### src/rtl/regset_arbiter_pkg.sv
// regset_pkg: shared definitions for the regset block and its port arbiter.
//   ADDR_W / DATA_W      default regset bus widths
//   DATA0_ADDR           read/write data register
//   DATA0_SR_ADDR        read-only status mirror of DATA0
//   arb_state_t          arbiter sequencing states
//   addr_aligned()       word-alignment test on the two address LSBs
package regset_pkg;

  localparam int ADDR_W = 10;
  localparam int DATA_W = 32;

  localparam logic [ADDR_W-1:0] DATA0_ADDR    = 10'h000;
  localparam logic [ADDR_W-1:0] DATA0_SR_ADDR = 10'h004;

  typedef enum logic [1:0] {
    IDLE  = 2'd0,
    ISSUE = 2'd1,
    RESP  = 2'd2
  } arb_state_t;

  function automatic logic addr_aligned(input logic [1:0] lsb);
    return (lsb == 2'b00);
  endfunction

endpackage

### src/rtl/regset_arbiter_if.sv
// Interfaces around the regset arbiter.
//   regset_req_if : requester side (valid/ready command, one-cycle response pulse)
//     master = requesters, slave = arbiter
//     req_valid/req_write/req_addr/req_wdata  command fields, packed per requester
//     req_ready                               command accepted (one-hot or zero)
//     rsp_valid/rsp_err/rsp_rdata             response, rsp_err/rsp_rdata shared
//   regset_bus_if : regset register port
//     master = arbiter, slave = regset
//     wr_en/rd_en/addr/wdata                  access strobes and fields
//     rdata                                   combinational read data
interface regset_req_if
  import regset_pkg::*;
#(
  parameter int NUM_REQ = 2,
  parameter int ADDR_W  = regset_pkg::ADDR_W,
  parameter int DATA_W  = regset_pkg::DATA_W
);
  logic [NUM_REQ-1:0]        req_valid;
  logic [NUM_REQ-1:0]        req_ready;
  logic [NUM_REQ-1:0]        req_write;
  logic [NUM_REQ*ADDR_W-1:0] req_addr;
  logic [NUM_REQ*DATA_W-1:0] req_wdata;
  logic [NUM_REQ-1:0]        rsp_valid;
  logic                      rsp_err;
  logic [DATA_W-1:0]         rsp_rdata;

  modport master (
    output req_valid, req_write, req_addr, req_wdata,
    input  req_ready, rsp_valid, rsp_err, rsp_rdata
  );

  modport slave (
    input  req_valid, req_write, req_addr, req_wdata,
    output req_ready, rsp_valid, rsp_err, rsp_rdata
  );
endinterface

interface regset_bus_if
  import regset_pkg::*;
#(
  parameter int ADDR_W = regset_pkg::ADDR_W,
  parameter int DATA_W = regset_pkg::DATA_W
);
  logic              wr_en;
  logic              rd_en;
  logic [ADDR_W-1:0] addr;
  logic [DATA_W-1:0] wdata;
  logic [DATA_W-1:0] rdata;

  modport master (
    output wr_en, rd_en, addr, wdata,
    input  rdata
  );

  modport slave (
    input  wr_en, rd_en, addr, wdata,
    output rdata
  );
endinterface

### src/rtl/regset_arbiter_rr.sv
// rr_arbiter: combinational round-robin picker.
//   i_req    request vector
//   i_ptr    index of the most recent winner; search starts at i_ptr+1
//   o_grant  one-hot grant (zero when no request)
//   o_idx    index of the granted requester
//   o_any    at least one request present
// The pointer register is owned by the caller.
module rr_arbiter #(
  parameter int NUM_REQ = 2,
  parameter int IDX_W   = 1
) (
  input  logic [NUM_REQ-1:0] i_req,
  input  logic [IDX_W-1:0]   i_ptr,
  output logic [NUM_REQ-1:0] o_grant,
  output logic [IDX_W-1:0]   o_idx,
  output logic               o_any
);

  always_comb begin
    int cand;
    cand    = 0;
    o_grant = '0;
    o_idx   = '0;
    o_any   = 1'b0;
    // offset NUM_REQ wraps back to the pointer itself, so the last winner is
    // considered only after every other requester.
    for (int off = 1; off <= NUM_REQ; off++) begin
      cand = (int'(i_ptr) + off) % NUM_REQ;
      if (!o_any && i_req[IDX_W'(cand)]) begin
        o_any                   = 1'b1;
        o_idx                   = IDX_W'(cand);
        o_grant[IDX_W'(cand)]   = 1'b1;
      end
    end
  end

endmodule

### src/rtl/regset_arbiter.sv
// regset_arbiter: round-robin sharing of one regset register port among
// NUM_REQ requesters. One command in flight; accept -> bus -> response.
//   clk      system clock
//   rst_n    asynchronous active-low reset
//   req_if   requester side (slave modport)
//   bus_if   regset port (master modport), all outputs registered
//
//   state | meaning
//   ------+-----------------------------------------------------------
//   IDLE  | arbitrate; winner sees req_ready and is latched at posedge
//   ISSUE | bus access driven (or suppressed if misaligned); rdata sampled
//   RESP  | rsp_valid pulse to the latched winner
module regset_arbiter
  import regset_pkg::*;
#(
  parameter int NUM_REQ = 2,
  parameter int ADDR_W  = regset_pkg::ADDR_W,
  parameter int DATA_W  = regset_pkg::DATA_W
) (
  input  logic          clk,
  input  logic          rst_n,
  regset_req_if.slave   req_if,
  regset_bus_if.master  bus_if
);

  localparam int IDX_W = (NUM_REQ > 1) ? $clog2(NUM_REQ) : 1;

  localparam logic [1:0] ST_IDLE  = IDLE;
  localparam logic [1:0] ST_ISSUE = ISSUE;
  localparam logic [1:0] ST_RESP  = RESP;

  logic [1:0]         r_state;
  logic [IDX_W-1:0]   r_ptr;
  logic [IDX_W-1:0]   r_win;
  logic               r_misal;
  logic               r_wr_en;
  logic               r_rd_en;
  logic [ADDR_W-1:0]  r_addr;
  logic [DATA_W-1:0]  r_wdata;
  logic [NUM_REQ-1:0] r_rsp_valid;
  logic               r_rsp_err;
  logic [DATA_W-1:0]  r_rsp_rdata;

  logic [NUM_REQ-1:0] w_grant;
  logic [IDX_W-1:0]   w_idx;
  logic               w_any;
  logic               w_accept;
  logic               w_sel_write;
  logic [ADDR_W-1:0]  w_sel_addr;
  logic [DATA_W-1:0]  w_sel_wdata;
  logic               w_sel_aligned;

  rr_arbiter #(
    .NUM_REQ (NUM_REQ),
    .IDX_W   (IDX_W)
  ) u_rr (
    .i_req   (req_if.req_valid),
    .i_ptr   (r_ptr),
    .o_grant (w_grant),
    .o_idx   (w_idx),
    .o_any   (w_any)
  );

  always_comb begin
    w_sel_write   = req_if.req_write[w_idx];
    w_sel_addr    = req_if.req_addr[int'(w_idx)*ADDR_W +: ADDR_W];
    w_sel_wdata   = req_if.req_wdata[int'(w_idx)*DATA_W +: DATA_W];
    w_sel_aligned = addr_aligned(w_sel_addr[1:0]);
  end

  assign w_accept = (r_state == ST_IDLE) && w_any;

  assign req_if.req_ready = w_accept ? w_grant : '0;
  assign req_if.rsp_valid = r_rsp_valid;
  assign req_if.rsp_err   = r_rsp_err;
  assign req_if.rsp_rdata = r_rsp_rdata;

  assign bus_if.wr_en = r_wr_en;
  assign bus_if.rd_en = r_rd_en;
  assign bus_if.addr  = r_addr;
  assign bus_if.wdata = r_wdata;

  always_ff @(posedge clk or negedge rst_n) begin
    if (!rst_n) begin
      r_state     <= ST_IDLE;
      r_ptr       <= IDX_W'(NUM_REQ - 1);
      r_win       <= '0;
      r_misal     <= 1'b0;
      r_wr_en     <= 1'b0;
      r_rd_en     <= 1'b0;
      r_addr      <= '0;
      r_wdata     <= '0;
      r_rsp_valid <= '0;
      r_rsp_err   <= 1'b0;
      r_rsp_rdata <= '0;
    end else begin
      case (r_state)
        ST_IDLE: begin
          if (w_accept) begin
            r_state <= ST_ISSUE;
            r_ptr   <= w_idx;
            r_win   <= w_idx;
            r_misal <= !w_sel_aligned;
            // A misaligned command keeps the whole bus quiet, not just the strobes.
            r_wr_en <= w_sel_aligned && w_sel_write;
            r_rd_en <= w_sel_aligned && !w_sel_write;
            r_addr  <= w_sel_aligned ? w_sel_addr : '0;
            r_wdata <= (w_sel_aligned && w_sel_write) ? w_sel_wdata : '0;
          end
        end
        ST_ISSUE: begin
          r_state     <= ST_RESP;
          r_wr_en     <= 1'b0;
          r_rd_en     <= 1'b0;
          r_addr      <= '0;
          r_wdata     <= '0;
          r_rsp_valid <= NUM_REQ'(1) << r_win;
          r_rsp_err   <= r_misal;
          // rd_en is only set for aligned reads, so writes and errors return 0.
          r_rsp_rdata <= r_rd_en ? bus_if.rdata : '0;
        end
        ST_RESP: begin
          r_state     <= ST_IDLE;
          r_rsp_valid <= '0;
        end
        default: begin
          r_state <= ST_IDLE;
        end
      endcase
    end
  end

endmodule

### src/flat_wrapper.sv
// flat-port wrapper written by rule: the top's interface ports become plain ports
module regset_arbiter_flat import regset_pkg::*;
#(
  parameter int NUM_REQ = 2,
  parameter int ADDR_W  = regset_pkg::ADDR_W,
  parameter int DATA_W  = regset_pkg::DATA_W
)
  (clk, rst_n, req_if_req_valid, req_if_req_write, req_if_req_addr, req_if_req_wdata, req_if_req_ready, req_if_rsp_valid, req_if_rsp_err, req_if_rsp_rdata, bus_if_wr_en, bus_if_rd_en, bus_if_addr, bus_if_wdata, bus_if_rdata);
  regset_req_if #(.NUM_REQ(NUM_REQ), .ADDR_W(ADDR_W), .DATA_W(DATA_W)) req_if_i ();
  regset_bus_if #(.ADDR_W(ADDR_W), .DATA_W(DATA_W)) bus_if_i ();
  input  logic clk;
  input  logic rst_n;
  input wire logic [$bits(req_if_i.req_valid)-1:0] req_if_req_valid;
  input wire logic [$bits(req_if_i.req_write)-1:0] req_if_req_write;
  input wire logic [$bits(req_if_i.req_addr)-1:0] req_if_req_addr;
  input wire logic [$bits(req_if_i.req_wdata)-1:0] req_if_req_wdata;
  output wire logic [$bits(req_if_i.req_ready)-1:0] req_if_req_ready;
  output wire logic [$bits(req_if_i.rsp_valid)-1:0] req_if_rsp_valid;
  output wire logic [$bits(req_if_i.rsp_err)-1:0] req_if_rsp_err;
  output wire logic [$bits(req_if_i.rsp_rdata)-1:0] req_if_rsp_rdata;
  output wire logic [$bits(bus_if_i.wr_en)-1:0] bus_if_wr_en;
  output wire logic [$bits(bus_if_i.rd_en)-1:0] bus_if_rd_en;
  output wire logic [$bits(bus_if_i.addr)-1:0] bus_if_addr;
  output wire logic [$bits(bus_if_i.wdata)-1:0] bus_if_wdata;
  input wire logic [$bits(bus_if_i.rdata)-1:0] bus_if_rdata;
  assign req_if_i.req_valid = req_if_req_valid;
  assign req_if_i.req_write = req_if_req_write;
  assign req_if_i.req_addr = req_if_req_addr;
  assign req_if_i.req_wdata = req_if_req_wdata;
  assign req_if_req_ready = req_if_i.req_ready;
  assign req_if_rsp_valid = req_if_i.rsp_valid;
  assign req_if_rsp_err = req_if_i.rsp_err;
  assign req_if_rsp_rdata = req_if_i.rsp_rdata;
  assign bus_if_wr_en = bus_if_i.wr_en;
  assign bus_if_rd_en = bus_if_i.rd_en;
  assign bus_if_addr = bus_if_i.addr;
  assign bus_if_wdata = bus_if_i.wdata;
  assign bus_if_i.rdata = bus_if_rdata;
  regset_arbiter #(.NUM_REQ(NUM_REQ), .ADDR_W(ADDR_W), .DATA_W(DATA_W)) u_core (.clk(clk), .rst_n(rst_n), .req_if(req_if_i), .bus_if(bus_if_i));
endmodule
### config.mk
export PLATFORM = sky130hd
export DESIGN_NAME = regset_arbiter_flat
export DESIGN_NICKNAME = d
export VERILOG_FILES = /design/src/rtl/regset_arbiter_pkg.sv /design/src/rtl/regset_arbiter_if.sv /design/src/rtl/regset_arbiter_rr.sv /design/src/rtl/regset_arbiter.sv /design/src/flat_wrapper.sv
export SDC_FILE = /design/constraint.sdc
export NUM_CORES = 1
export LEC_CHECK = 0
export CAP_MARGIN = 20
export CORE_UTILIZATION = 40
export DETAILED_ROUTE_END_ITERATION = 6
export GPL_ROUTABILITY_DRIVEN = 0
export PLACE_DENSITY = 0.79
export SLEW_MARGIN = 5
export SYNTH_ARGS = -nofsm -noshare
export SYNTH_HDL_FRONTEND = slang
export SYNTH_SLANG_ARGS = --single-unit
### constraint.sdc
create_clock -name clk -period 2 [get_ports clk]
set_input_delay 0.4 -clock clk [delete_from_list [all_inputs] [get_ports clk]]
set_output_delay 0.4 -clock clk [all_outputs]
set_load 0.01 [all_outputs]
# Word level (Yosys, flattened, before mapping)

Cells that the tools add are included.
Widths: inputs -> output; s select.

Word-level logic and storage cells: 72
Register bits: 84
Output and inout port bits: 81
Input bits: 122

Eq/ne operators: 3
Bitwise gates (word level): 1
Reductions and logical operators: 15
Multipliers: 1
Mux-type cells: 31
Shift-type cells: 3
Add/subtract/negate cells: 2
Order comparisons: 5

Operators by type and width:

| kind                | count |
|---|---|
| $mux 32             | 3 |
| $pmux 32 s2         | 1 |
| $shiftx 64x7->32    | 1 |
| $shiftx 20x32->10   | 1 |
| $mux 10             | 2 |
| $pmux 10 s2         | 1 |
| $mux 1              | 14 |
| $mux 2              | 4 |
| $pmux 2 s2          | 2 |
| $logic_and 1x1->1   | 6 |
| $lt 1x3->1 const B  | 2 |
| $logic_not 2->1     | 2 |
| $mul 1x3->4 const B | 1 |
| $pmux 1 s2          | 2 |
| $reduce_and 2->1    | 2 |
| $reduce_bool 2->1   | 2 |
| $logic_not 1->1     | 3 |
| $add 1x1->1 const B | 2 |
| $demux 1 s1         | 2 |
| $eq 2x1->1 const B  | 1 |
| $eq 2x2->1 const B  | 1 |
| $ge 1x1->1 const B  | 2 |
| $lt 1x2->1 const B  | 1 |
| $ne 2x1->1 const B  | 1 |
| 2 further kinds     | 2 |

# Depth between registers and ports, before layout

Gate-level depths: netlist of run 1.

Word-level depth: 15
Mapped depth: 7

# By module

Synthesis of run 1 repeated with hierarchy kept, for this count alone.

Cell total of the unflattened synthesis: 367
Area, all modules: 3,741.1 um^2

By module, submodules not included:

| module         | times used | area each (um^2) | cells each |
|---|---|---|---|
| regset_arbiter | 1          | 3,706.1          | 362 |
| rr_arbiter     | 1          | 35.0             | 5 |

# Least setup slack after synthesis of run 1

Ideal clock, no wire load.

Path kind: flip-flop to flip-flop
From: register u_core.r_state[0]
To: register u_core.r_wdata[10], in the netlist u_core.bus_if.wdata[10]
Setup time: 92 ps
Cell stages (with the launch flop): 8
Slack: 318 ps
Path buffers: 2
Data arrival time: 1,591 ps
Required time: 1,908 ps
Cell sequence: dfrtp_1 -> inv_1 -> ha_1 -> nand2_2 -> or3_1 -> buf_6 -> buf_6 -> o31ai_2

Cells in the longest elaborated chain, start to end: 4
Elaborated cells on any way between the ends: 7

RTL lines:

| item                              | RTL line                                   | RTL |
|---|---|---|
| start, declared                   | regset_arbiter.sv:32                       | `logic [1:0] r_state;` |
| start signal, assigned            | regset_arbiter.sv:85                       | `r_state <= ST_IDLE;` |
| start signal, assigned            | regset_arbiter.sv:100                      | `r_state <= ST_ISSUE;` |
| start signal, assigned            | regset_arbiter.sv:112                      | `r_state <= ST_RESP;` |
| $logic_not 2->1                   | regset_arbiter.sv:71, regset_arbiter.sv:97 |  |
| $logic_and 1x1->1                 | regset_arbiter.sv:71                       | `assign w_accept = (r_state == ST_IDLE) && w_any;` |
| $ne 2x1->1 (no source line)       | --                                         |  |
| $reduce_and 2->1 (no source line) | --                                         |  |
| end signal, assigned              | regset_arbiter.sv:108                      | `r_wdata <= (w_sel_aligned && w_sel_write) ? w_sel_wdata : '0;` |
| end, declared                     | regset_arbiter.sv:39                       | `logic [DATA_W-1:0] r_wdata;` |

Parallel ways exist; a longest one is shown, timed or not.
A chain may end at the register's enable or synchronous reset.

# Final worst setup path of run 1

From: register u_core.r_state[0]
To: register u_core.r_wdata[25], in the netlist u_core.bus_if.wdata[25]

Same word-level chain as after synthesis.

==> summary.md, run 1 <==
| Metric | Value |
|---|---|
| Outcome | `finished, final reports clean` |
| Syn Area/Cell | `~11 µm²` |
| Rows | `36` |
| Max Cap Viol | `0` |
| First-pass GRT wire length | `between 15000 and 20000 µm` |
| Vias | `around 3.4k` |
| Vias in the first global route | `around 3.5k` |
| Mapped cell area | `between 4000 and 5000 µm²` |
| Global Route Usage Sum | `0.204` |
| Synth top area cells | `dfrtp_1 52%, mux2i_1 10%, o31ai_2 7.8%` |
| Average via count per standard cell | `between 4 and 5` |
| Leak Pwr | `0.00278 µW` |
| CP startpoint kind | `flop` |
| Syn Inst Count | `roughly 370` |
| Yosys reg bits | `84` |
| Sequential area share after synthesis | `0.524` |
| Setup tns final | `0 ns` |
| Highest Clock Rate | `between 500 and 600 MHz` |
| Final ANT Viol Nets | `0` |
| CP max FO | `32` |
| Kind of critical path | `reg -> reg` |
| CTS Sinks | `84` |
| Core area | `approximately 10000 µm²` |
| Ports | `just over 200` |
| YS warnings | `0` |
| Synth async-reset ratio | `1.00` |
| Post-synth cell types | `30` |
| Yosys top cell by area | `dfrtp_1` |
| Drt first pass iters | `4` |
| Tot Pwr | `~6200 µW` |
| Mapped Nets | `roughly 490` |
| Clock-pin slew on the worst setup and hold paths | `roughly 0.090 ns` |
| Port bufs | `200` |
| Final Critical Period | `between 1.5 and 2 ns` |
| HPWL Detailed | `between 8000 and 9000 µm` |
| Met2 wire length | `around 5400 µm` |
| Synth cell count leaders | `83 x dfrtp_1, 43 x nand2_1, 41 x mux2i_1, 36 x inv_1, 36 x o21ai_0` |
| Footprint of the multi-input gates | `1650 µm²` |
| RSZ-0062 raised after global routing | `false` |
| Initial Util | `0.412` |
| Share of layout cells above drive strength 1 | `0.143` |
| Met3 wire len | `around 800 µm` |
| Die H | `around 100 µm` |
| DRT iter0 DRCs | `67` |
| Final setup margin | `0.153 ns` |
| NumNets Final | `695` |
| Ant. Diodes | `0` |
| Max Slew Vio Count | `0` |
| Initial antenna violation count | `0` |
| DRC errors left | `0` |
| Die width | `between 100 and 150 µm` |
| Worst Path Arrival | `approximately 2.1 ns` |
| Power per Cell Area | `between 900 and 1000 nW/µm²` |
| Worst Setup End Kind | `flop` |
| Drt total wl | `between 10000 and 15000 µm` |
| WL per Instance | `roughly 15 µm` |
| Worst Skew | `0.0119 ns` |
| Cell with the most instances after synthesis | `dfrtp_1` |
| Worst skew pair latency | `between 0.3 and 0.4 ns` |
| Setup Viol. Count Final | `0` |
| Slew @ Worst Pin | `between 0.5 and 0.6 ns` |
| Hold Vio Cnt, Final | `0` |
| M1 WL | `4140 µm` |
| Max clock buf depth | `2` |
| Pin count of the biggest net entering global routing | `67` |
| Root Buffer | `clkbuf_8` |
| Number of enable flip-flop cells after synthesis | `0` |
| Maximum vdd drop | `between 500 and 600 µV` |
| Worst hold path class | `in -> async` |
| Place WS | `-0.217 ns` |
| Required time worst endpoint | `about 2.2 ns` |
| Slew HR | `0.643` |
| Layout area overhead | `60.9%` |
| Filler cells | `between 700 and 800` |
| Top-area cell type share of the netlist area | `0.518` |
| Hold Worst Slack | `roughly 0.015 ns` |
| GRT overflow | `0` |
| Top FF cell, synth | `dfrtp_1` |
| CTS H-tree lvls | `3` |
| FF/Latch Area | `around 2100 µm²` |
| CTS Buf Count | `9` |
| CTS tree | `done` |
| Final period utilization | `0.924` |
| Top Metal Used | `met4` |
| Die Area | `around 10000 µm²` |
[report_power, final]
part	switching, µW	internal, µW
combinational	1420	1430
clock	599	488
sequential	214	2070
total	2230	3990
[sequential cells by signal (all words and copies together) (netlist names)]
name                     cells
u_core.bus_if.wdata         32
u_core.req_if.rsp_rdata     32
u_core.bus_if.addr          10
u_core.r_state               2
u_core.req_if.rsp_valid      2
u_core.bus_if.rd_en          1
u_core.bus_if.wr_en          1
u_core.r_misal               1
u_core.r_ptr                 1
u_core.r_win                 1
u_core.req_if.rsp_err        1
[placed cells by master (no fill, tap or decap), drive strengths merged]
master,Yosys,final
nor2,5,5
o31ai,42,42
dfrtp,83,83
or2,1,1
nand3b,1,1
o21ai,36,36
nand2,44,44
buf,16,21
clkinvlp,0,2
clkdlybuf4s50,0,198
or3,1,1
mux2,4,4
and4b,1,1
conb,1,1
and3,1,1
xnor2,1,1
clkinv,0,3
nand2b,1,1
ha,3,3
mux2i,42,42
dlygate4sd2,0,1
nand3,32,32
dfstp,1,1
clkbuf,14,11
and2,2,2
a31oi,1,1
inv,36,36
[final cells by class]
| cell class | instances | share of cell area |
|---|---|---|
| multi-input combinational | 219 | 0.255 |
| sequential | 84 | 0.326 |
| clock buffer | 11 | 0.0219 |
| tap | 133 | 0.0258 |
| timing repair buffer | 220 | 0.345 |
| inverter | 36 | 0.0209 |
| clock inverter | 5 | 0.00582 |
[kinds of logic (layout without fill, tap and decap cells)]
family | count (synthesis) | count (layout) | synth area share
DFF | 84 | 84 | 0.524
adders and majority gates | 3 | 3 | 0.00936
other | 1 | 1 | 0.000935
buffers and inverters | 66 | 272 | 0.0755
xor gates and xnor gates | 1 | 1 | 0.00218
AOI/OAI and AO/OA | 79 | 79 | 0.170
muxes | 46 | 46 | 0.117
and+or+nand+nor | 89 | 89 | 0.101
[repair_timing]
item	4_1_cts	5_1_grt
hold buffers	0	0
setup endpoints to repair	1	0
gates resized for setup	5	0
buffers inserted	1	0
hold endpoints to repair	0	0
[per-stage QoR]
stage                     cell area, µm²  std cells  utilization
final                               6450        708        0.663
after global routing                6450        708        0.663
after CTS                           6450        708        0.663
after detailed placement            6250        691        0.643
after global placement              6250        691        0.643
after floorplan                     4010        369            -
[path summary, 6_finish.rpt]
check | startpoint | endpoint | slack (ns) | cells past startpoint
worst max register to register | u_core.r_state[0] | u_core.bus_if.wdata[25] | 0.15 | 5
worst max-delay path | u_core.r_state[0] | u_core.bus_if.wdata[25] | 0.15 | 5
min in group clk | u_core.bus_if.addr[6] | u_core.bus_if.addr[6] | 0.48 | 2
worst min register to register | u_core.bus_if.addr[6] | u_core.bus_if.addr[6] | 0.48 | 2
max in group asynchronous | rst_n | u_core.bus_if.addr[6] | 1.44 | 2
worst min-delay path | rst_n | u_core.req_if.rsp_rdata[8] | 0.01 | 1
[per-layer routing]
metal,GRT usage,up-vias
li1,-,1661
met1,0.230,1612
met2,0.379,130
met3,0.0465,13
met4,0.0659,0
met5,0,-
[critical path, stage by stage (launching register included)]
cell and delay (ns):
dfrtp_1 0.40, buf_4 0.14, ha_2 0.21, or3_2 0.52, buf_12 0.20, o31ai_1 0.25
Power figures use the tool's default switching activity.
==> run 2: changes to the inputs <==
--- a/config.mk
+++ b/config.mk
@@ -8,8 +8,7 @@
 export CAP_MARGIN = 20
 export CORE_UTILIZATION = 40
 export DETAILED_ROUTE_END_ITERATION = 6
-export GPL_ROUTABILITY_DRIVEN = 0
-export PLACE_DENSITY = 0.79
+export PLACE_DENSITY = 0.85
 export SLEW_MARGIN = 5
 export SYNTH_ARGS = -nofsm -noshare
 export SYNTH_HDL_FRONTEND = slang
==> summary.md, run 2 (synthesis results as in run 1) <==
| Metric | Value |
|---|---|
| HPWL Detailed | `8260 µm (+2.1%)` |
| Max incr delay on CP | `0.41 ns (-0.11 ns)` |
| RSZ-0062 raised after global routing | `false` |
| Leak Pwr | `0.00279 µW (+0.13%)` |
| CTS Sinks | `84 (unchanged)` |
| Ant. Diodes | `0 (unchanged)` |
| Vias | `3438 (+0.64%)` |
| Max Cap Viol | `0 (unchanged)` |
| Die width | `102 µm (unchanged)` |
| Final Critical Period | `1.90 ns (+0.0481 ns)` |
| Crit. Startpoint | `u_core.r_state[0]` |
| First-pass GRT wire length | `16700 µm (+1.6%)` |
| Dpl cells | `692 (+0.14%)` |
| Root Buffer | `clkbuf_8` |
| CTS H-tree lvls | `3 (unchanged)` |
| Global Route Usage Sum | `0.210 (+0.00647)` |
| Hold Vio Cnt, Final | `0 (unchanged)` |
| Tot Pwr | `6310 µW (+1.4%)` |
| Footprint of the multi-input gates | `1640 µm² (-0.61%)` |
| Highest-count cells in the layout ignoring fill and taps | `198 x clkdlybuf4s50_1, 83 x dfrtp_1, 43 x nand2_1` |
| Drt first pass iters | `4 (unchanged)` |
| Area after DPL | `6260 µm² (+0.12%)` |
| R2R Setup Slk | `0.15 ns (about the same)` |
| Worst R2R End | `u_core.bus_if.wdata[17]` |
| Die H | `102 µm (unchanged)` |
| CP startpoint kind | `flop` |
| Slew HR | `0.644 (about the same)` |
| Rows | `36 (unchanged)` |
| WL per Instance | `15.2 µm (+3.4%)` |
| NumNets Final | `695 (unchanged)` |
| Reg2reg start | `u_core.r_state[0]` |
| Highest Clock Rate | `528 MHz (-2.5%)` |
| Setup Viol. Count Final | `0 (unchanged)` |
| R2R cell count | `6 (+1)` |
| Setup bufs post-CTS | `0 (-1)` |
| Share of layout cells above drive strength 1 | `0.139 (-0.00348)` |
| Power per Cell Area | `978 nW/µm² (+1.4%)` |
| Slowest cell on crit path | `dfrtp_1` |
| Clock-pin slew on the worst setup and hold paths | `0.09 ns (about the same)` |
| Vias in the first global route | `3497 (-0.11%)` |
| Worst Setup End Kind | `output port` |
| Initial Util | `0.412 (unchanged)` |
| Setup tns final | `0 ns (unchanged)` |
| Kind of critical path | `reg -> out` |
| Worst hold path class | `in -> async` |
| FF/Latch Area | `2100 µm² (unchanged)` |
| Layout area overhead | `61.0% (about the same)` |
| Worst skew pair latency | `0.34 ns (about the same)` |
| Final Core Density | `0.664 (about the same)` |
| DRC errors left | `0 (unchanged)` |
| Average via count per standard cell | `4.86 (+0.64%)` |
| Die Area | `10400 µm² (unchanged)` |
| Worst Path Arrival | `1.50 ns (-0.59 ns)` |
| Pin count of the biggest net entering global routing | `66 (-1.5%)` |
| Core area | `9730 µm² (unchanged)` |
| Initial antenna violation count | `0 (unchanged)` |
| Final period utilization | `0.948 (+0.0240)` |
| DRT iter0 DRCs | `67 (unchanged)` |
| GRT overflow | `0 (unchanged)` |
| Cts-stage hold buffer count | `0 (unchanged)` |
| CTS tree | `done` |
| Gp weighted congestion | `0.783` |
| Final ANT Viol Nets | `0 (unchanged)` |
| Ports | `203 (unchanged)` |
| Slew @ Worst Pin | `0.535 ns (-0.000606 ns)` |
| Worst Skew | `0.0127 ns (+0.000822 ns)` |
| CTS Buf Count | `9 (unchanged)` |
| Most common cell after layout, fill and taps aside | `clkdlybuf4s50_1` |
| Drt total wl | `10800 µm (+3.4%)` |
| Port bufs | `200 (unchanged)` |
| Required time worst endpoint | `1.60 ns (-0.64 ns)` |
| Fin cells | `708 (unchanged)` |
| Worst-path cell chain | `inv_1 -> ha_2 -> and3_2 -> dlygate4sd2_1` |
| Outcome | `finished, final reports clean` |
| Design Area, Final | `6460 µm² (about the same)` |
| CP max FO | `3 (-91%)` |
| Max clock buf depth | `2 (unchanged)` |
| Maximum vdd drop | `546 µV (+1.2%)` |
| Max Slew Vio Count | `0 (unchanged)` |
| Filler cells | `774 (-0.26%)` |
run 2: cell types whose count changed in the layout (fill, tap and decap cells not counted), sizes merged:
cell    previous run  this run
bufinv             0         1
clkinv             3         2
run 2: final cells by class:
cell class / instances / share of cell area
repair buffers: 220 / 0.344
flip-flops and latches: 84 / 0.326
well taps: 133 / 0.0258
clock buffers: 11 / 0.0203
inverters: 36 / 0.0209
clock inverters: 5 / 0.00969
multi-input cells: 219 / 0.253
run 2: worst max path at each step:
stage / to
detailed placement: u_core.bus_if.wdata[25]
global route: req_if_req_ready[0]
CTS: req_if_req_ready[0]
finish: req_if_req_ready[0]
floorplan: u_core.bus_if.wdata[10]
global placement: u_core.bus_if.wdata[10]
run 2: report_power, final:
group          switching [µW]  leakage [µW]  internal, µW
Combinational            1420       0.00155          1420
Sequential                220       0.00115          2080
Clock                     599     0.0000897           583
run 2: layer usage:
layer  global-route usage  vias to the layer above  wire, µm
met3               0.0506                       12       779
met2                0.385                      128      5670
met5                    0                        -         0
li1                     -                     1661         -
met4               0.0769                        0       142
met1                0.237                     1637      4190
run 2: repair_timing:
| item | in CTS | in global routing |
|---|---|---|
| gates cloned | 0 | 0 |
| gates resized for setup | 2 | 1 |
| setup endpoints to repair | 1 | 1 |
run 2: through the flow:
| stage | hold WS, ns | worst slack (ns) |
|---|---|---|
| after floorplan | 0.104 | 0.318 |
| after global placement | 0.399 | -0.0920 |
| after detailed placement | 0.407 | -0.147 |
| after CTS | 0.0154 | 0.0476 |
| after global routing | 0.0345 | 0.0364 |
| final | 0.00975 | 0.105 |
run 2: critical path, delay by kind of cell, from the launching register on:
family / cells / cell delay [ns]
flops: 1 / 0.41
simple gates: 1 / 0.17
buf+inv: 2 / 0.37
fa+ha+maj: 1 / 0.21
==> run 3: changes to the inputs <==
--- a/config.mk
+++ b/config.mk
@@ -9,7 +9,7 @@
 export CORE_UTILIZATION = 40
 export DETAILED_ROUTE_END_ITERATION = 6
 export PLACE_DENSITY = 0.85
-export SLEW_MARGIN = 5
+export SLEW_MARGIN = 20
 export SYNTH_ARGS = -nofsm -noshare
 export SYNTH_HDL_FRONTEND = slang
 export SYNTH_SLANG_ARGS = --single-unit
==> results of run 3 <==
Final layout, timing and power as in run 2 (identical DEF).
